## config.mk

```make
export PLATFORM = sky130hd
export DESIGN_NAME = alu_exec_sequencer
export DESIGN_NICKNAME = d
export VERILOG_FILES = /design/src/rtl/alu_isa_pkg.sv /design/src/rtl/alu_exec_sequencer_operand_mux.sv /design/src/rtl/alu_exec_sequencer.sv
export SDC_FILE = /design/constraint.sdc
export NUM_CORES = 1
export LEC_CHECK = 0
export CAP_MARGIN = 25
export CELL_PAD_IN_SITES_DETAIL_PLACEMENT = 1
export CELL_PAD_IN_SITES_GLOBAL_PLACEMENT = 1
export CORE_UTILIZATION = 28
export DETAILED_ROUTE_END_ITERATION = 8
export GPL_TIMING_DRIVEN = 0
export PLACE_DENSITY = 0.87
export SYNTH_ARGS = -nofsm -noshare
export SYNTH_HDL_FRONTEND = slang
export SYNTH_SLANG_ARGS = --single-unit
```

## constraint.sdc

```tcl
create_clock -name clk -period 2 [get_ports clk]
set_input_delay 0.3 -clock clk [delete_from_list [all_inputs] [get_ports clk]]
set_output_delay 0.3 -clock clk [all_outputs]
set_load 0.02 [all_outputs]
```

## src/rtl/alu_isa_pkg.sv

```systemverilog
// Shared ISA definitions for the 16-bit core execute path.
// Holds opcode class/ext constants, the sequencer state enum, flag bit indices
// and small opcode helpers used by the sequencer and its operand steering.
package alu_isa_pkg;

  // Instruction classes, op[7:4]
  localparam logic [3:0] CL_RTYPE = 4'b0000;
  localparam logic [3:0] CL_ANDI  = 4'b0001;
  localparam logic [3:0] CL_ORI   = 4'b0010;
  localparam logic [3:0] CL_XORI  = 4'b0011;
  localparam logic [3:0] CL_ADDI  = 4'b0101;
  localparam logic [3:0] CL_ADDUI = 4'b0110;
  localparam logic [3:0] CL_SHIFT = 4'b1000;
  localparam logic [3:0] CL_SUBI  = 4'b1001;
  localparam logic [3:0] CL_CMPI  = 4'b1011;
  localparam logic [3:0] CL_MOVI  = 4'b1101;
  localparam logic [3:0] CL_LUI   = 4'b1111;

  // Register-register extension codes, op[3:0] when class is RTYPE
  localparam logic [3:0] EX_AND  = 4'b0001;
  localparam logic [3:0] EX_OR   = 4'b0010;
  localparam logic [3:0] EX_XOR  = 4'b0011;
  localparam logic [3:0] EX_ADD  = 4'b0101;
  localparam logic [3:0] EX_ADDU = 4'b0110;
  localparam logic [3:0] EX_ADDC = 4'b0111;
  localparam logic [3:0] EX_SUB  = 4'b1001;
  localparam logic [3:0] EX_SUBC = 4'b1010;
  localparam logic [3:0] EX_CMP  = 4'b1011;
  localparam logic [3:0] EX_MOV  = 4'b1101;

  // Shift extension codes, op[3:0] when class is SHIFT
  localparam logic [3:0] EX_LSH  = 4'b0100;
  localparam logic [3:0] EX_ASHU = 4'b0110;

  typedef enum logic [1:0] {
    ST_IDLE  = 2'd0,
    ST_READ  = 2'd1,
    ST_EXEC  = 2'd2,
    ST_WRITE = 2'd3
  } state_e;

  // Bit positions inside the 5-bit flag / psr vector {C, L, F, Z, N}
  localparam int FLAG_C = 4;
  localparam int FLAG_L = 3;
  localparam int FLAG_F = 2;
  localparam int FLAG_Z = 1;
  localparam int FLAG_N = 0;

  // Compares set flags only; they never write a register.
  function automatic logic is_cmp(input logic [7:0] op);
    return (op == {CL_RTYPE, EX_CMP}) || (op[7:4] == CL_CMPI);
  endfunction

  // Which psr fields an opcode is allowed to update.
  function automatic logic [4:0] psr_mask(input logic [7:0] op);
    logic [4:0] m;
    m = '0;
    if (is_cmp(op)) begin
      m[FLAG_L] = 1'b1;
      m[FLAG_Z] = 1'b1;
      m[FLAG_N] = 1'b1;
    end else if (op == {CL_RTYPE, EX_ADD} || op == {CL_RTYPE, EX_SUB} ||
                 op[7:4] == CL_ADDI || op[7:4] == CL_SUBI) begin
      m[FLAG_C] = 1'b1;
      m[FLAG_F] = 1'b1;
      m[FLAG_N] = 1'b1;
    end else if (op == {CL_RTYPE, EX_ADDU} || op == {CL_RTYPE, EX_ADDC} ||
                 op[7:4] == CL_ADDUI) begin
      m[FLAG_C] = 1'b1;
    end
    return m;
  endfunction

endpackage

```

## src/rtl/alu_exec_sequencer_operand_mux.sv

```systemverilog
// Operand steering for the ALU: picks register data or the extended immediate
// per instruction class, and flags classes the ALU does not support.
// Ports: op_class_i/imm_i/rdata_*_i in; src_o/dst_o steered operands, illegal_o out. Purely combinational.
module alu_operand_mux
  import alu_isa_pkg::*;
#(
  parameter int WIDTH = 16,
  parameter int IMMW  = 8
) (
  input  logic [3:0]       op_class_i,
  input  logic [IMMW-1:0]  imm_i,
  input  logic [WIDTH-1:0] rdata_a_i,
  input  logic [WIDTH-1:0] rdata_b_i,
  output logic [WIDTH-1:0] src_o,
  output logic [WIDTH-1:0] dst_o,
  output logic             illegal_o
);

  logic [WIDTH-1:0] imm_sext;
  logic [WIDTH-1:0] imm_zext;

  assign imm_sext = {{(WIDTH-IMMW){imm_i[IMMW-1]}}, imm_i};
  assign imm_zext = {{(WIDTH-IMMW){1'b0}}, imm_i};

  always_comb begin
    src_o     = '0;
    dst_o     = '0;
    illegal_o = 1'b0;
    case (op_class_i)
      CL_RTYPE, CL_SHIFT: begin
        src_o = rdata_b_i;
        dst_o = rdata_a_i;
      end
      // Immediate loads carry the value in the dest operand; src is unused.
      CL_MOVI, CL_LUI: begin
        dst_o = imm_zext;
      end
      CL_ADDI, CL_SUBI, CL_CMPI: begin
        src_o = imm_sext;
        dst_o = rdata_a_i;
      end
      CL_ADDUI, CL_ANDI, CL_ORI, CL_XORI: begin
        src_o = imm_zext;
        dst_o = rdata_a_i;
      end
      default: illegal_o = 1'b1;
    endcase
  end

endmodule

```

## src/rtl/alu_exec_sequencer.sv

```systemverilog
// Multi-cycle execute controller: accept, read registers, run ALU, write back.
// Ports: start/ready handshake + decoded fields in; register file read/write,
// ALU control/operands out; ALU result/flags in; psr, done, illegal out.
module alu_exec_sequencer
  import alu_isa_pkg::*;
#(
  parameter int WIDTH   = 16,
  parameter int REGBITS = 4,
  parameter int IMMW    = 8
) (
  input  logic               clk,
  input  logic               reset,
  input  logic               start,
  output logic               ready,
  input  logic [7:0]         op,
  input  logic [REGBITS-1:0] rdest,
  input  logic [REGBITS-1:0] rsrc,
  input  logic [IMMW-1:0]    imm,
  output logic [REGBITS-1:0] rf_raddr_a,
  output logic [REGBITS-1:0] rf_raddr_b,
  input  logic [WIDTH-1:0]   rf_rdata_a,
  input  logic [WIDTH-1:0]   rf_rdata_b,
  output logic               rf_we,
  output logic [REGBITS-1:0] rf_waddr,
  output logic [WIDTH-1:0]   rf_wdata,
  output logic               alu_enable,
  output logic [7:0]         alu_op,
  output logic [WIDTH-1:0]   alu_src,
  output logic [WIDTH-1:0]   alu_dst,
  input  logic [WIDTH-1:0]   alu_result,
  input  logic [4:0]         alu_flags,
  output logic [4:0]         psr,
  output logic               done,
  output logic               illegal
);

  state_e             state_q, state_d;
  logic [7:0]         op_q, op_d;
  logic [REGBITS-1:0] rdest_q, rdest_d;
  logic [REGBITS-1:0] rsrc_q, rsrc_d;
  logic [IMMW-1:0]    imm_q, imm_d;
  logic [WIDTH-1:0]   result_q, result_d;
  logic [4:0]         flags_q, flags_d;
  logic [4:0]         psr_q, psr_d;

  logic [WIDTH-1:0]   mux_src;
  logic [WIDTH-1:0]   mux_dst;
  logic               mux_illegal;

  alu_operand_mux #(
    .WIDTH(WIDTH),
    .IMMW (IMMW)
  ) u_operand_mux (
    .op_class_i(op_q[7:4]),
    .imm_i     (imm_q),
    .rdata_a_i (rf_rdata_a),
    .rdata_b_i (rf_rdata_b),
    .src_o     (mux_src),
    .dst_o     (mux_dst),
    .illegal_o (mux_illegal)
  );

  always_ff @(posedge clk or posedge reset) begin
    if (reset) begin
      state_q  <= ST_IDLE;
      op_q     <= '0;
      rdest_q  <= '0;
      rsrc_q   <= '0;
      imm_q    <= '0;
      result_q <= '0;
      flags_q  <= '0;
      psr_q    <= '0;
    end else begin
      state_q  <= state_d;
      op_q     <= op_d;
      rdest_q  <= rdest_d;
      rsrc_q   <= rsrc_d;
      imm_q    <= imm_d;
      result_q <= result_d;
      flags_q  <= flags_d;
      psr_q    <= psr_d;
    end
  end

  always_comb begin
    state_d    = state_q;
    op_d       = op_q;
    rdest_d    = rdest_q;
    rsrc_d     = rsrc_q;
    imm_d      = imm_q;
    result_d   = result_q;
    flags_d    = flags_q;
    psr_d      = psr_q;
    ready      = 1'b0;
    alu_enable = 1'b0;
    alu_op     = '0;
    alu_src    = '0;
    alu_dst    = '0;
    done       = 1'b0;
    illegal    = 1'b0;
    rf_we      = 1'b0;
    case (state_q)
      ST_IDLE: begin
        ready = 1'b1;
        if (start) begin
          op_d    = op;
          rdest_d = rdest;
          rsrc_d  = rsrc;
          imm_d   = imm;
          state_d = ST_READ;
        end
      end
      // Addresses are driven from the latched fields; data lands next cycle.
      ST_READ: state_d = ST_EXEC;
      ST_EXEC: begin
        alu_op     = op_q;
        alu_enable = !mux_illegal;
        alu_src    = mux_src;
        alu_dst    = mux_dst;
        result_d   = alu_result;
        flags_d    = alu_flags;
        state_d    = ST_WRITE;
      end
      ST_WRITE: begin
        done    = 1'b1;
        illegal = mux_illegal;
        rf_we   = !mux_illegal && !is_cmp(op_q);
        if (!mux_illegal) begin
          psr_d = (psr_q & ~psr_mask(op_q)) | (flags_q & psr_mask(op_q));
        end
        state_d = ST_IDLE;
      end
      default: state_d = ST_IDLE;
    endcase
  end

  assign rf_raddr_a = rdest_q;
  assign rf_raddr_b = rsrc_q;
  assign rf_waddr   = rdest_q;
  assign rf_wdata   = result_q;
  assign psr        = psr_q;

endmodule

```

* Yosys cells after proc, flatten, opt, wreduce, memory -nomap -nowiden
Cells that the tools add are included.
Storage, ports and cells: input bits 80, flip-flop bits (word level) 52, output and inout port bits 78
Cells by class: bitwise gates (word level) 4, equal/unequal tests 19, muxes and demuxes 28, reductions and logical operators 18
Operator list (number):
- case mux 16 bit (3 select lines) | 1
- two-way mux 16 bit | 2
- case mux 16 bit (2 select lines) | 1
- equality test 8 x 3 -> 1 bit, second input constant | 3
- two-way mux 1 bit | 21
- equality test 4 bit, second input constant | 5
- equality test 8 x 4 -> 1 bit, second input constant | 2
- OR reduction 11 bit | 1
- AND 5 bit | 2
- OR reduction 9 bit | 1
- equality test 4 x 2 -> 1 bit, second input constant | 2
- equality test 4 x 3 -> 1 bit, second input constant | 2
- two-way mux 8 bit | 1
- case mux 2 bit (4 select lines) | 1
- logical OR 1 bit | 6
- inverter 5 bit | 1
- OR 5 bit | 1
- equality test 2 bit, second input constant | 2
- equality test 4 x 1 -> 1 bit, second input constant | 1
- logical NOT 4 bit | 1
- AND reduction 2 bit | 2
- OR reduction 2 bit | 2
- OR reduction 4 bit | 1
- OR reduction 3 bit | 1
- 6 further kinds | 6

* Longest topological paths before layout
depth in word-level cells 11, depth in mapped cells 6, mapped depth without buffers 5

* Cells and area by module
From an unflattened synthesis, not the netlist that was laid out.
Unflattened totals: cells, all modules 298, area total of the unflattened synthesis 3133.0 um^2
By module, submodules not included:
- alu_exec_sequencer | area an instance 2441.1 um^2, cells an instance 191, instances 1, sequential area each 1301.2 um^2
- alu_operand_mux | area an instance 691.9 um^2, cells an instance 107, instances 1, sequential area each 0.0 um^2

* Worst setup path after synthesis
Ideal clock, no wire load.
path type reg-to-output, start reg state_q[0], end out alu_src[10], path buffers 2, path slack -0.087 ns, arrival 1.787 ns, stages on the path, launching flop included 7, cells stage by stage dfrtp_1 -> inv_1 -> ha_1 -> clkbuf_1 -> clkbuf_1 -> nand2_1 -> a21oi_1
Between the ends: longest elaborated chain between the ends 2
RTL lines:
- from (decl) | line alu_exec_sequencer.sv:37 | state_e state_q, state_d;
- from (signal assigned) | line alu_exec_sequencer.sv:74 | state_q <= state_d;
- equality test 2 bit | line alu_exec_sequencer.sv:102 | case (state_q)
- two-way mux 16 bit | line alu_exec_sequencer.sv:102
- to (decl) | line alu_exec_sequencer.sv:28 | output logic [WIDTH-1:0] alu_src,
Every way passes these cells.

* Worst setup path after layout
start reg op_q[6], end out rf_we
Between the ends: longest elaborated chain between the ends 5
RTL lines:
- from (decl) | line alu_exec_sequencer.sv:38 | logic [7:0] op_q, op_d;
- from (signal assigned) | line alu_exec_sequencer.sv:75 | op_q <= op_d;
- parallel branches: the longest is 3 deep, another holds OR reduction 11 bit
- logical AND 1 bit (*) | line alu_exec_sequencer.sv:127 | rf_we = !mux_illegal && !is_cmp(op_q);
- two-way mux 1 bit (*) | line alu_exec_sequencer.sv:102
- to (decl) | line alu_exec_sequencer.sv:23 | output logic rf_we,
Mark *: on every way between the ends.

==> flow_summary.json <==
{
  "synthFlopType": "dfrtp_1",
  "power_w": 0.00833,
  "yosys_warnings": 0,
  "grt-ovfl-total": 0,
  "cp.arrival_ns": 1.88,
  "hold_path_class": "in -> async",
  "wirelength_mm": 10.1,
  "die_area_sq_mm": 0.0103,
  "setup_viol": 33,
  "min_period_over_period_pct": 109,
  "fin_skew_ns": 0.0213,
  "drv_slew": 0,
  "ios": 158,
  "synth_top_cell_area_share_pct": 47.1,
  "final_nets": 505,
  "drive_above_1_share_pct": 44.2,
  "htreeDepth": 2,
  "drtPass1Iterations": 4,
  "violations": "negative setup slack",
  "drtIter0Drc": 67,
  "synth_top_area_cell": "dfrtp_1",
  "n_antenna_cell": 0,
  "powerDensity_mw_per_mm2": 1660,
  "cts_root_buf": "clkbuf_8",
  "die_h_microns": 101,
  "cts_sinks": 52,
  "wl_per_cell_microns": 18.2,
  "grt_pass1_wl_mm": 15.0,
  "cts_buffer_depth": 2,
  "dieWidth_microns": 101,
  "yosysSeqAreaShare_pct": 47.1,
  "vias_per_cell": 4.80,
  "fin_area_sq_mm": 0.00500,
  "async_reset_ff_share_pct": 100,
  "path_class": "reg -> out",
  "gp_congestion": 0.774,
  "drc": 0,
  "synth_edf_count": 0,
  "fmax_ghz": 0.459,
  "layout_commonest_cell": "clkdlybuf4s50_1",
  "layout_common_cells": "clkdlybuf4s50_1, dfrtp_1, mux2_2",
  "routed-via-count": 2649,
  "status": "finished, violations left",
  "yosys_register_bits": 52,
  "dpl.cell_count": 526,
  "numCtsBuffers": 5,
  "worst_pin_slew_ns": 0.600,
  "start_util_pct": 29.3,
  "crit_fanout": 4,
  "dpl.hpwl_mm": 7.31,
  "synth_cell_types": 42,
  "grt_setup_unrepaired": "true",
  "cp-start-kind": "flop",
  "critical_path_required_ns": 1.70,
  "core_area_sq_mm": 0.00942,
  "syn_area_per_cell_sq_um": 11.6,
  "synthesis.area_sq_mm": 0.00276,
  "antenna_left": 0,
  "placed_cell_area_sq_mm": 0.00452,
  "peakVddDrop_v": 0.000779,
  "drv_cap": 0,
  "antenna_found_initial": 0,
  "grt.total_usage_pct": 19.2,
  "min_period_ns": 2.18,
  "setup-tns-final_ns": -2.06,
  "whs_ns": 0.304,
  "clock_latency_ns": 0.31,
  "critPathCaptureType": "output pin",
  "cts_tree": "built",
  "fin_ws_ns": -0.180,
  "slew_headroom_pct": 60.0,
  "portBuffers": 157,
  "area_growth_syn_to_layout_pct": 81.1,
  "syn_nets": 322,
  "p_leak_nw": 2.09,
  "row_count": 35,
  "grt_pass1_vias": 2896,
  "yosys-top-cells-area": "dfrtp_1, mux2_2, a22oi_1",
  "finalHoldViolCount": 0,
  "clk_pin_slew_ns": 0.11,
  "cts-hold-fix-buffers": 0,
  "grt_max_degree": 34,
  "final_cells": 552,
  "netlist_instances": 239
}
-- per-layer routing --
| layer | wire [microns] | global-route usage [%] | share of wire, % |
|---|---|---|---|
| met5 | 0 | 0 | 0 |
| met4 | 353 | 9.92 | 3.5 |
| met3 | 528 | 3.38 | 5.2 |
| met2 | 5610 | 36.8 | 56 |
| met1 | 3570 | 20.0 | 35 |
-- what timing repair did --
item / in CTS / in global routing
buffers inserted: 17 / 2
gates resized for setup: 243 / 59
cloned: 1 / 0
pin swaps: 16 / 7
endpoints found under the setup margin: 50 / 61
hold endpoints to repair: 0 / 0
-- cells in the mapped netlist (5+ instances only) --
| library cell | instances |
|---|---|
| inv_1 | 5 |
| and3_1 | 9 |
| dfrtp_1 | 52 |
| a22oi_1 | 16 |
| mux2_2 | 46 |
| clkbuf_1 | 9 |
| nor2b_1 | 17 |
| nand2_1 | 14 |
| nor2_1 | 5 |
| buf_4 | 6 |
| a21oi_1 | 9 |
| and2_1 | 9 |
-- critical path, stage by stage, from the launching register on --
cell	delay, ns
dfrtp_2	0.46
buf_6	0.13
or4_4	0.52
o32ai_4	0.11
and2b_1	0.22
buf_6	0.13
-- stage by stage --
stage / setup slack, ns / util (%)
after floorplan: -0.0870 / -
after global placement: -1.20 / 47.8
after detailed placement: -1.27 / 48.0
after CTS: -0.189 / 51.3
after global routing: -0.235 / 53.1
final: -0.180 / 53.1
-- logic make-up after synthesis --
| logic type | synth area share (%) |
|---|---|
| XOR/XNOR | 0.634 |
| flip-flops | 47.1 |
| multiplexers | 21.3 |
| AND/OR/NAND/NOR | 14.7 |
| adder cells (fa/ha/maj) | 1.36 |
| buffers and inverters | 4.62 |
| AO/OA/AOI/OAI | 10.3 |
-- sequential cells by signal, indices dropped and copies added, names as in the netlist, named ones only --
signal	cells
rf_raddr_a	4
flags_q	5
state_q	2
op_q	8
rf_raddr_b	4
rf_wdata	16
imm_q	8
-- report_power, final --
part	switching, W	total (W)	internal, W
Clock	0.000361	0.000611	0.000249
Combinational	0.00272	0.00565	0.00293
Sequential	0.000470	0.00206	0.00159
Total	0.00355	0.00833	0.00477
-- area by class of cell --
class / count / area, sq um
Inverter: 5 / 18.8
Clock buffer: 5 / 68.8
Fill cell: 1008 / 4410
Multi-Input combinational cell: 162 / 1580
Sequential cell: 52 / 1310
Timing Repair Buffer: 178 / 1680
Tap cell: 129 / 161
Buffer: 18 / 168
Clock inverter: 3 / 21.3
-- path summary, 6_finish.rpt --
kind,from,endpoint,slack [ns],cells past startpoint
max in group asynchronous,reset,op_q[7],1.13,3
min,reset,rf_wdata[8],0.30,2
max reg2reg,op_q[5],flop,0.04,8
min in group clk,flags_q[2],flop,0.49,1
max,op_q[6],rf_we,-0.18,5
min reg2reg,flags_q[2],flop,0.49,1
Note: power is estimated with default switching activity, not from simulation.
